**config.mk**
```make
export PLATFORM = sky130hd
export DESIGN_NAME = fp_muldiv_seq_ctrl
export DESIGN_NICKNAME = d
export VERILOG_FILES = /design/src/rtl/fp_muldiv_seq_ctrl.sv
export SDC_FILE = /design/constraint.sdc
export NUM_CORES = 1
export LEC_CHECK = 0
export CAP_MARGIN = 0
export CELL_PAD_IN_SITES_DETAIL_PLACEMENT = 1
export CELL_PAD_IN_SITES_GLOBAL_PLACEMENT = 1
export CORE_MARGIN = 2
export CORE_UTILIZATION = 50
export DETAILED_ROUTE_END_ITERATION = 10
export GPL_ROUTABILITY_DRIVEN = 0
export GPL_TIMING_DRIVEN = 1
export PLACE_DENSITY_LB_ADDON = 0.1
export REMOVE_ABC_BUFFERS = 1
export SYNTH_ARGS = -nofsm -noshare
export SYNTH_HDL_FRONTEND = slang
export SYNTH_SLANG_ARGS = --single-unit
export TNS_END_PERCENT = 50
```
**constraint.sdc**
```tcl
create_clock -name clk -period 25.6 [get_ports clk]
set_input_delay 2.56 -clock clk [delete_from_list [all_inputs] [get_ports clk]]
set_output_delay 2.56 -clock clk [all_outputs]
set_load 0.1 [all_outputs]
```
**src/rtl/fp_muldiv_seq_ctrl.sv**
```systemverilog
// Sequential fp multiply / divide controller.
// One op in flight: classify, iterate mantissa core, normalise, pack.
module fp_muldiv_seq_ctrl #(
    parameter int MB = 23,
    parameter int EB = 8,
    localparam int N = MB + EB + 1
) (
    input  logic         clk,
    input  logic         rst,
    input  logic         start_i,
    input  logic         op_i,
    input  logic [N-1:0] a_i,
    input  logic [N-1:0] b_i,
    output logic         busy_o,
    output logic         done_o,
    output logic [N-1:0] result_o,
    output logic [4:0]   flags_o
);

    localparam int BIAS = 2 ** (EB - 1) - 1;
    localparam int EW   = EB + 2;
    localparam int PW   = 2 * MB + 2;
    localparam int MW   = MB + 1;
    localparam int QW   = MB + 2;
    localparam int CW   = $clog2(QW + 1);

    localparam logic [CW-1:0]        KMUL   = CW'(MW - 1);
    localparam logic [CW-1:0]        KDIV   = CW'(QW - 1);
    localparam logic signed [EW-1:0] BIAS_E = EW'(BIAS);
    localparam logic signed [EW-1:0] EMAX   = EW'(2 ** EB - 1);
    localparam logic signed [EW-1:0] ONE_E  = EW'(1);

    typedef enum logic [2:0] {
        S_IDLE, S_LOAD, S_ITER, S_NORM, S_DONE
    } state_t;

    state_t state_q, state_d;

    logic                 op_q;
    logic [N-1:0]         a_q, b_q;
    logic                 sign_q;
    logic signed [EW-1:0] exp_q;
    logic                 spec_q;
    logic [N-1:0]         spec_res_q;
    logic [4:0]           flg_q;
    logic [PW-1:0]        acc_q;
    logic [PW-1:0]        mcnd_q;
    logic [QW-1:0]        qm_q;
    logic [MW-1:0]        dvs_q;
    logic [CW-1:0]        cnt_q;

    // Operand fields and classes (denormals count as zero: flushed)
    logic [EB-1:0] ea, eb;
    logic [MB-1:0] fa, fb;
    logic          a_den, b_den, a_zero, b_zero;
    logic          a_inf, b_inf, a_nan, b_nan;
    logic [MW-1:0] ma, mb;
    logic          ld_sign;
    logic signed [EW-1:0] ea_s, eb_s, ld_exp;

    assign ea     = a_q[N-2:MB];
    assign eb     = b_q[N-2:MB];
    assign fa     = a_q[MB-1:0];
    assign fb     = b_q[MB-1:0];
    assign a_den  = (ea == '0) && (fa != '0);
    assign b_den  = (eb == '0) && (fb != '0);
    assign a_zero = (ea == '0);
    assign b_zero = (eb == '0);
    assign a_inf  = (ea == '1) && (fa == '0);
    assign b_inf  = (eb == '1) && (fb == '0);
    assign a_nan  = (ea == '1) && (fa != '0);
    assign b_nan  = (eb == '1) && (fb != '0);
    assign ma     = {1'b1, fa};
    assign mb     = {1'b1, fb};
    assign ld_sign = a_q[N-1] ^ b_q[N-1];
    assign ea_s   = $signed({2'b00, ea});
    assign eb_s   = $signed({2'b00, eb});
    assign ld_exp = op_q ? (ea_s - eb_s + BIAS_E)
                         : (ea_s + eb_s - BIAS_E);

    // Special-case detection in priority order
    logic         ld_spec;
    logic [N-1:0] ld_res;
    logic [4:0]   ld_flg;

    // Classify operands into a special result when the core is not needed
    always_comb begin
        ld_spec = 1'b1;
        ld_res  = '0;
        ld_flg  = {4'b0000, a_den | b_den};
        if (a_nan || b_nan ||
            (!op_q && ((a_inf && b_zero) || (a_zero && b_inf))) ||
            (op_q && a_zero && b_zero) ||
            (op_q && a_inf && b_inf)) begin
            ld_res    = {1'b0, {(N-1){1'b1}}};
            ld_flg[4] = 1'b1;
        end else if (op_q && b_zero) begin
            ld_res    = {ld_sign, {EB{1'b1}}, {MB{1'b0}}};
            ld_flg[3] = 1'b1;
        end else if ((!op_q && (a_inf || b_inf)) || (op_q && a_inf)) begin
            ld_res = {ld_sign, {EB{1'b1}}, {MB{1'b0}}};
        end else if ((!op_q && (a_zero || b_zero)) ||
                     (op_q && (a_zero || b_inf))) begin
            ld_res = {ld_sign, {(N-1){1'b0}}};
        end else begin
            ld_spec = 1'b0;
        end
    end

    // Normalise, range-check and pack the core result
    logic signed [EW-1:0] e_n;
    logic [MB-1:0]        frac_n;
    logic [N-1:0]         nm_res;
    logic [4:0]           nm_flg;

    always_comb begin
        e_n    = exp_q;
        frac_n = '0;
        nm_flg = flg_q;
        if (op_q) begin
            if (qm_q[QW-1]) begin
                frac_n = qm_q[QW-2 -: MB];
            end else begin
                frac_n = qm_q[MB-1:0];
                e_n    = exp_q - ONE_E;
            end
        end else begin
            if (acc_q[PW-1]) begin
                frac_n = acc_q[PW-2 -: MB];
                e_n    = exp_q + ONE_E;
            end else begin
                frac_n = acc_q[PW-3 -: MB];
            end
        end
        if (spec_q) begin
            nm_res = spec_res_q;
        end else if (e_n >= EMAX) begin
            nm_res    = {sign_q, {EB{1'b1}}, {MB{1'b0}}};
            nm_flg[2] = 1'b1;
        end else if (e_n < ONE_E) begin
            nm_res    = {sign_q, {(N-1){1'b0}}};
            nm_flg[1] = 1'b1;
        end else begin
            nm_res = {sign_q, e_n[EB-1:0], frac_n};
        end
    end

    // State register
    always_ff @(posedge clk or posedge rst) begin
        if (rst) state_q <= S_IDLE;
        else     state_q <= state_d;
    end

    // Next-state logic; special results still pass through NORM
    always_comb begin
        state_d = state_q;
        unique case (state_q)
            S_IDLE: if (start_i) state_d = S_LOAD;
            S_LOAD: state_d = ld_spec ? S_NORM : S_ITER;
            S_ITER: if (cnt_q == (op_q ? KDIV : KMUL)) state_d = S_NORM;
            S_NORM: state_d = S_DONE;
            S_DONE: state_d = S_IDLE;
            default: state_d = S_IDLE;
        endcase
    end

    // Status outputs decoded from state
    always_comb begin
        busy_o = (state_q != S_IDLE);
        done_o = (state_q == S_DONE);
    end

    // Datapath: capture, load, iterate, register result
    always_ff @(posedge clk or posedge rst) begin
        if (rst) begin
            op_q       <= 1'b0;
            a_q        <= '0;
            b_q        <= '0;
            sign_q     <= 1'b0;
            exp_q      <= '0;
            spec_q     <= 1'b0;
            spec_res_q <= '0;
            flg_q      <= '0;
            acc_q      <= '0;
            mcnd_q     <= '0;
            qm_q       <= '0;
            dvs_q      <= '0;
            cnt_q      <= '0;
            result_o   <= '0;
            flags_o    <= '0;
        end else begin
            unique case (state_q)
                S_IDLE: begin
                    if (start_i) begin
                        op_q <= op_i;
                        a_q  <= a_i;
                        b_q  <= b_i;
                    end
                end
                S_LOAD: begin
                    cnt_q      <= '0;
                    flg_q      <= ld_flg;
                    spec_q     <= ld_spec;
                    spec_res_q <= ld_res;
                    sign_q     <= ld_sign;
                    exp_q      <= ld_exp;
                    acc_q      <= op_q ? PW'(ma) : '0;
                    mcnd_q     <= PW'(ma);
                    qm_q       <= op_q ? '0 : QW'(mb);
                    dvs_q      <= mb;
                end
                S_ITER: begin
                    cnt_q <= cnt_q + 1'b1;
                    if (op_q) begin
                        if (acc_q >= PW'(dvs_q)) begin
                            acc_q <= (acc_q - PW'(dvs_q)) << 1;
                            qm_q  <= {qm_q[QW-2:0], 1'b1};
                        end else begin
                            acc_q <= acc_q << 1;
                            qm_q  <= {qm_q[QW-2:0], 1'b0};
                        end
                    end else begin
                        if (qm_q[0]) acc_q <= acc_q + mcnd_q;
                        mcnd_q <= mcnd_q << 1;
                        qm_q   <= qm_q >> 1;
                    end
                end
                S_NORM: begin
                    result_o <= nm_res;
                    flags_o  <= nm_flg;
                end
                default: ;
            endcase
        end
    end

endmodule

```
=== Yosys cells after proc, flatten, opt, wreduce, memory -nomap -nowiden ===
Index checks and enable logic that the tools add are counted.

* Add/subtract/negate cells: 9
* $lt $le $gt $ge: 3
* Equality and inequality tests: 11
* Mux-type cells: 42
* Bitwise gates (word level): 2
* Reduce and logical (&&, ||, !) cells: 41

{| class="wikitable"
|+ Operators by type and width
! cell !! number
|-
| 2-to-1 mux 48 bit || 4
|-
| case mux 48 bit (2 select lines) || 2
|-
| 2-to-1 mux 32 bit || 5
|-
| 2-to-1 mux 23 bit || 3
|-
| 2-to-1 mux 31 bit || 2
|-
| case mux 25 bit (2 select lines) || 1
|-
| adder 48 bit || 1
|-
| greater-or-equal comparator 48 x 24 -> 1 bit || 1
|-
| 2-to-1 mux 24 bit || 2
|-
| subtractor 47 x 24 -> 47 bit || 1
|-
| logical NOT 23 bit || 2
|-
| nonzero test 23 bit || 2
|-
| 2-to-1 mux 10 bit || 4
|-
| 2-to-1 mux 25 bit || 1
|-
| logical AND 1 bit || 17
|-
| == test 8 bit (second input constant) || 2
|-
| logical NOT 8 bit || 2
|-
| 2-to-1 mux 1 bit || 12
|-
| case mux 3 bit (4 select lines) || 1
|-
| adder 10 x 2 -> 10 bit (second input constant) || 1
|-
| adder 9 x 8 -> 10 bit (second input constant) || 1
|-
| greater-or-equal comparator 10 x 9 -> 1 bit (second input constant) || 1
|-
| logical OR 1 bit || 10
|-
| < comparator 10 x 2 -> 1 bit (second input constant) || 1
|-
| 22 further kinds || 29
|}

* Bits in registers: 302
* Input bits: 68
* Output and inout bits: 39
* Word-level logic and storage cells: 124

=== Longest topological paths before layout ===
Gate-level depths: netlist (run 1).

* Depth after elaboration: 11
* Mapped depth: 15

=== Worst setup path after synthesis (run 1) ===
No wires, ideal clock.

* Path type: register to output
* Start point: reg state_q[0]
* End point: out done_o
* Data arrival time: 2,736 ps
* Path slack: 20,304 ps
* Stages on the path, launching flop included: 3
* Buffers on the path: 1
* Cell sequence: dfrtp_1 clkbuf_1 nor3b_1

* Longest elaborated chain between the ends: 1

{| class="wikitable"
|+ RTL lines
! element !! RTL line !! text
|-
| start: declaration || 37 || <nowiki>state_t state_q, state_d;</nowiki>
|-
| start signal: assignment || 151 || <nowiki>else state_q <= state_d;</nowiki>
|-
| == test 3 bit || 170 || <nowiki>done_o = (state_q == S_DONE);</nowiki>
|-
| end: declaration || 15 || <nowiki>output logic done_o,</nowiki>
|}

No other way between the ends.

=== Final worst setup path (run 1) ===
* Start point: reg state_q[1]
* End point: out busy_o

* Longest elaborated chain between the ends: 1

{| class="wikitable"
|+ RTL lines
! element !! RTL line !! text
|-
| nonzero test 3 bit || 169 || <nowiki>busy_o = (state_q != S_IDLE);</nowiki>
|-
| end: declaration || 14 || <nowiki>output logic busy_o,</nowiki>
|}

No other way between the ends.

==> results of run 1 <==
==> cells in the final DEF, fill, tap and decap left out, drive strengths merged, types with 21 or more instances in the layout <==
cell           synthesis  routed
o21ai                194     194
a221oi                21      21
clkbuf               106      50
a21o                  45      45
xnor2                 63      63
mux2                  55      55
buf                   25      23
nor4                  28      28
nand4                 27      27
nor3                  37      37
dfrtp                272     272
clkdlybuf4s50          0     106
nor2                 135     135
nand2                286     286
nand3                 53      53
inv                   78      79
a22oi                 31      31
o211ai                22      22
ha                    98      98
a21oi                165     165
xor2                  47      47
mux2i                 68      68
==> layout make-up <==
cell class / instances / area (um2) / area share [%]
multi-input cells: 1598 / 10400 / 50.7
flip-flops and latches: 272 / 6810 / 33.1
repair buffers: 129 / 1230 / 6.00
clock buffers: 50 / 1010 / 4.92
well taps: 461 / 577 / 2.81
inverters: 78 / 300 / 1.46
clock inverters: 10 / 204 / 0.992
diodes: 1 / 2.50 / 0.0122
==> worst max-delay path: stages (launching register included) <==
cell,delay (ns)
dfrtp_1,0.48
or3_1,0.44
clkdlybuf4s50_1,1.00
==> metrics by stage <==
stage | utilization [%] | instance area [um2] | worst slack, ns | hold WS (ns) | instances
final | 57.9 | 20600 | 20.59 | 0.461 | 2599
after CTS | 57.9 | 20600 | 20.56 | 0.472 | 2598
after global placement | 54.5 | 19300 | 20.79 | 0.436 | 2538
after detailed placement | 54.5 | 19300 | 20.78 | 0.459 | 2538
after global routing | 57.9 | 20600 | 20.51 | 0.499 | 2598
after floorplan | - | 17500 | 15.54 | 0.418 | 1948
==> sequential cells by signal, indices dropped and copies added, names as in the netlist <==
signal and flops:
a_q 32, acc_q 48, b_q 32, cnt_q 5, dvs_q 24, exp_q 10
flags_o 5, flg_q 2, mcnd_q 48, op_q 1, qm_q 25, result_o 32
sign_q 1, spec_q 1, spec_res_q 3, state_q 3
==> per-layer routing <==
| layer | GRT usage (%) | share of wire (%) | wire [um] |
|---|---|---|---|
| met1 | 41.5 | 45 | 25500 |
| met2 | 50.3 | 47 | 26800 |
| met3 | 5.15 | 5.4 | 3100 |
| met4 | 9.50 | 3.0 | 1700 |
| met5 | 0 | 0 | 0 |
==> logic make-up (layout without fill, tap and decap cells) <==
group	count (synthesis)	count (layout)	share of synthesized area [%]
fa+ha+maj	102	102	7.26
xor+xnor	110	110	5.35
compound gates	619	619	21.4
other cells	0	1	0
buf+inv	209	267	4.48
simple gates	644	644	16.5
flops	272	272	37.8
mux	123	123	7.22
==> final timing paths <==
check                            from  depth (start not counted)  slack, ns        end
setup / recovery           state_q[1]                          2      20.59     busy_o
hold reg to reg             dvs_q[23]                          2       0.46  dvs_q[23]
max in group asynchronous         rst                          3      21.40    b_q[14]
min in group asynchronous         rst                          2       2.66     b_q[1]
setup reg to reg             acc_q[2]                         12      21.30  acc_q[39]
hold / removal              dvs_q[23]                          2       0.46  dvs_q[23]
==> impl_metrics.py, run 1 <==
metrics = {
    "clock_network": {
        "cts_root_buf": "clkbuf_16",
        "cts_setup_buffers": 0,
        "cts.path.max_buffers": 3,
        "cts.sinks": 272,
        "clk_latency_ns": 0.55,
        "tritoncts": "done",
        "cts_buffers": 34,
        "cts_hold_buf": 0,
        "clk_pin_slew_worst_paths_ns": 0.05,
        "htreeDepth": 2,
        "postCtsResizedCells": 0,
    },
    "logic_synthesis": {
        "synth_area_um2": 18000,
        "async_reset_ff_share_pct": 100,
        "avgSynthCellArea_um2": 8.66,
        "synthTopCellsByArea": "dfrtp_1 38%, ha_1 6.8%, nand2_1 5.9%",
        "synth_most_common_cell": "nand2_1",
        "synth_edf_count": 0,
        "synth_top_area_share_pct": 37.8,
        "yosysTopAreaCell": "dfrtp_1",
        "synthCells": 2079,
        "synthFlopType": "dfrtp_1",
        "post_synth_num_cell_types": 78,
        "synthTopCellsByCount": "285 x nand2_1, 272 x dfrtp_1, 189 x o21ai_0, 165 x a21oi_1, 134 x nor2_1",
        "synth_seq_area_share_pct": 37.8,
        "yosys_register_bits": 272,
        "synth_warnings": 0,
    },
    "die": {
        "fp.dieArea_um2": 37500,
        "num_rows": 69,
        "start_util_pct": 50.7,
        "die_h_um": 194,
        "fp.dieW_um": 194,
        "design.core.area_um2": 35500,
        "ios": 107,
    },
    "routing": {
        "drtPass1Iterations": 5,
        "drt-vias-per-instance": 6.22,
        "drc_errors": 0,
        "drt_iter0_markers": 1110,
        "ant_nets": 0,
        "vias": 16165,
        "wirelength_um": 57100,
        "avgRoutedWirePerCell_um": 22.0,
    },
    "setup_path": {
        "worst_ep_required_time_ns": 23.04,
        "worstSetupEndpointType": "primary output",
        "cp-start-kind": "register",
        "crit_type": "register to primary output",
        "cp.arrival_ns": 2.45,
        "worstPathMaxFanout": 10,
    },
    "placement": {
        "placement.io_buffers": 106,
        "dpl.hpwl_um": 40500,
    },
    "timing": {
        "fin_crit_ns": 5.01,
        "setup_viol": 0,
        "rsz0062_at_grt": "no",
        "worst_slew_pin_slew_ns": 1.08,
        "fin_skew_ns": 0.0160,
        "slew_headroom_pct": 28.3,
        "max_freq_ghz": 0.199,
        "final_max_slew_viol_count": 0,
        "hold_violations": 0,
        "layout_worst_path_cycle_share_pct": 19.6,
        "tns_ns": 0,
    },
    "cells_and_area": {
        "fin_nets": 2283,
        "syn2layout_area_growth_pct": 14.2,
        "fillers": 4122,
        "drive_above_1_share_pct": 7.49,
    },
    "global_routing": {
        "track_usage_pct": 30.6,
        "grt_pass1_vias": 16625,
        "overflow": 0,
        "antenna_found_initial": 1,
        "grt_pass1_wl_um": 93000,
        "grt_max_degree": 148,
    },
    "run": {
        "maxCapViolations": 0,
    },
    "outcome": {
        "run_status": "finished clean",
    },
    "min_path": {
        "holdCritPathClass": "register to register",
    },
}
Power of run 1 is not shown: default switching activity piles up to over one toggle a cycle in this logic, so the estimate is an artifact.
==> run 2: changes to the inputs <==
Settings changed: CORE_UTILIZATION 50 to 42.
Clock period 25.6 ns to 4.4 ns, I/O delays scaled along.
==> run 2 against run 1 <==
Cell count is 3.7% higher. Critical endpoint is now acc_q[47]. Clock skew is 0.012 ns higher. Register-to-register slack worse by 21 ns. Via count is 0.75% lower. Global-route usage is 3.9 points lower. Largest cell class unchanged.
==> impl_metrics.py, run 2 (synthesis results as in run 1) <==
metrics = {
    "timing": {
        "setup_viol": 0,
        "hold_violations": 0,
        "layout_setup_ws_ns": 0.466,
        "slew_headroom_pct": 23.1,
        "fin_skew_ns": 0.0280,
        "rsz0062_at_grt": "no",
        "fin_crit_ns": 3.93,
        "worst_slew_pin_slew_ns": 1.15,
        "layout_worst_path_cycle_share_pct": 89.4,
        "final_max_slew_viol_count": 0,
        "whs_ns": 0.382,
        "max_freq_ghz": 0.254,
    },
    "placement": {
        "preCtsSetupSlack_ns": 0.539,
        "dpl.hpwl_um": 42900,
        "placement.io_buffers": 106,
    },
    "min_path": {
        "holdCritPathClass": "input pin to asynchronous set/reset pin",
    },
    "setup_path": {
        "worstSetupEndpointType": "register",
        "cp-endpoint": "acc_q[47]",
        "cp_slowest_cell": "a221oi_1",
        "cp.arrival_ns": 4.37,
        "rrSetupSlack_ns": 0.47,
        "crit_chain": "ha_1, a211oi_2, o21ai_1, a21oi_1, a41o_1, o21ai_1, a221oi_1, o311ai_1, a221oi_1, xnor2_1, mux2i_1, a221o_1",
        "reg2reg_depth": 12,
        "worst_ep_required_time_ns": 4.83,
        "max_stage_delay_ns": 0.60,
        "cp-start-kind": "register",
        "worstPathMaxFanout": 6,
        "crit_type": "register to register",
        "startpoint": "acc_q[1]",
        "r2r_end": "acc_q[47]",
        "r2r-start": "acc_q[1]",
    },
    "routing": {
        "drt_iter0_markers": 1026,
        "drt-vias-per-instance": 5.95,
        "wirelength_um": 58600,
        "drtPass1Iterations": 5,
        "drc_errors": 0,
        "ant_nets": 0,
        "avgRoutedWirePerCell_um": 21.7,
        "vias": 16043,
    },
    "clock_network": {
        "htreeDepth": 2,
        "tritoncts": "done",
        "cts.path.max_buffers": 3,
        "cts.sinks": 272,
        "cts_setup_buffers": 0,
        "cts_hold_buf": 0,
        "cts_buffers": 35,
        "cts_root_buf": "clkbuf_16",
        "clk_latency_ns": 0.56,
        "postCtsResizedCells": 0,
        "clk_pin_slew_worst_paths_ns": 0.06,
    },
    "die": {
        "die_h_um": 211,
        "fp.dieArea_um2": 44500,
        "num_rows": 75,
        "start_util_pct": 42.7,
        "design.core.area_um2": 42100,
        "fp.dieW_um": 211,
        "ios": 107,
    },
    "cells_and_area": {
        "seq_area_um2": 6810,
        "drive_above_1_share_pct": 8.21,
        "multi_input_area_um2": 10400,
        "diodes": 0,
        "final_common_cell": "nand2_1",
        "layout_common_cells": "285 x nand2_1, 271 x dfrtp_1, 189 x o21ai_0",
        "fillers": 4884,
        "reg_top3": "acc_q (48), mcnd_q (48)",
        "fin_nets": 2302,
        "syn2layout_area_growth_pct": 15.4,
    },
    "run": {
        "maxCapViolations": 0,
    },
    "global_routing": {
        "grt_max_degree": 96,
        "track_usage_pct": 26.8,
        "grt_pass1_wl_um": 94100,
        "overflow": 0,
        "antenna_found_initial": 0,
        "grt_pass1_vias": 16590,
    },
    "outcome": {
        "run_status": "finished clean",
    },
}
## run 2: layout make-up
class | count | area share, %
Clock buffer | 52 | 4.92
Clock inverter | 10 | 0.572
Inverter | 78 | 1.45
Multi-Input combinational cell | 1598 | 50.2
Sequential cell | 272 | 32.8
Tap cell | 539 | 3.25
Timing Repair Buffer | 147 | 6.83
## run 2: per-stage QoR
stage	cell area, um2	utilization, %	setup TNS [ns]	std cells
floorplan	17500	-	-1598.15	1948
global placement	19600	46.6	0	2634
CTS	20800	49.3	0	2696
finish	20800	49.3	0	2696
global route	20800	49.3	0	2696
detailed placement	19600	46.6	0	2634
## run 2: critical path, delay by kind of cell (launching register included)
kind            cells  cell delay [ns]
fa+ha+maj           1             0.36
compound gates      9             2.73
flops               1             0.46
xor+xnor            1             0.17
mux                 1             0.09
## run 2: how the worst min path moves through the flow
stage	end	slack, ns	depth (start not counted)
floorplan	dvs_q[23]	0.42	2
global placement	dvs_q[23]	0.44	2
detailed placement	flags_o[3]	0.45	2
CTS	b_q[2]	0.40	2
global route	b_q[2]	0.44	2
finish	b_q[2]	0.38	2
## run 2: routing by layer
metal	share of wire [%]	up-vias	track usage, %	wire, um
li1	-	7563	-	-
met1	47	8066	37.0	27700
met2	46	327	42.9	26700
met3	4.5	87	4.21	2650
met4	2.7	0	8.74	1580
met5	0	-	0	0
Power of run 2 is left out for the same reason.
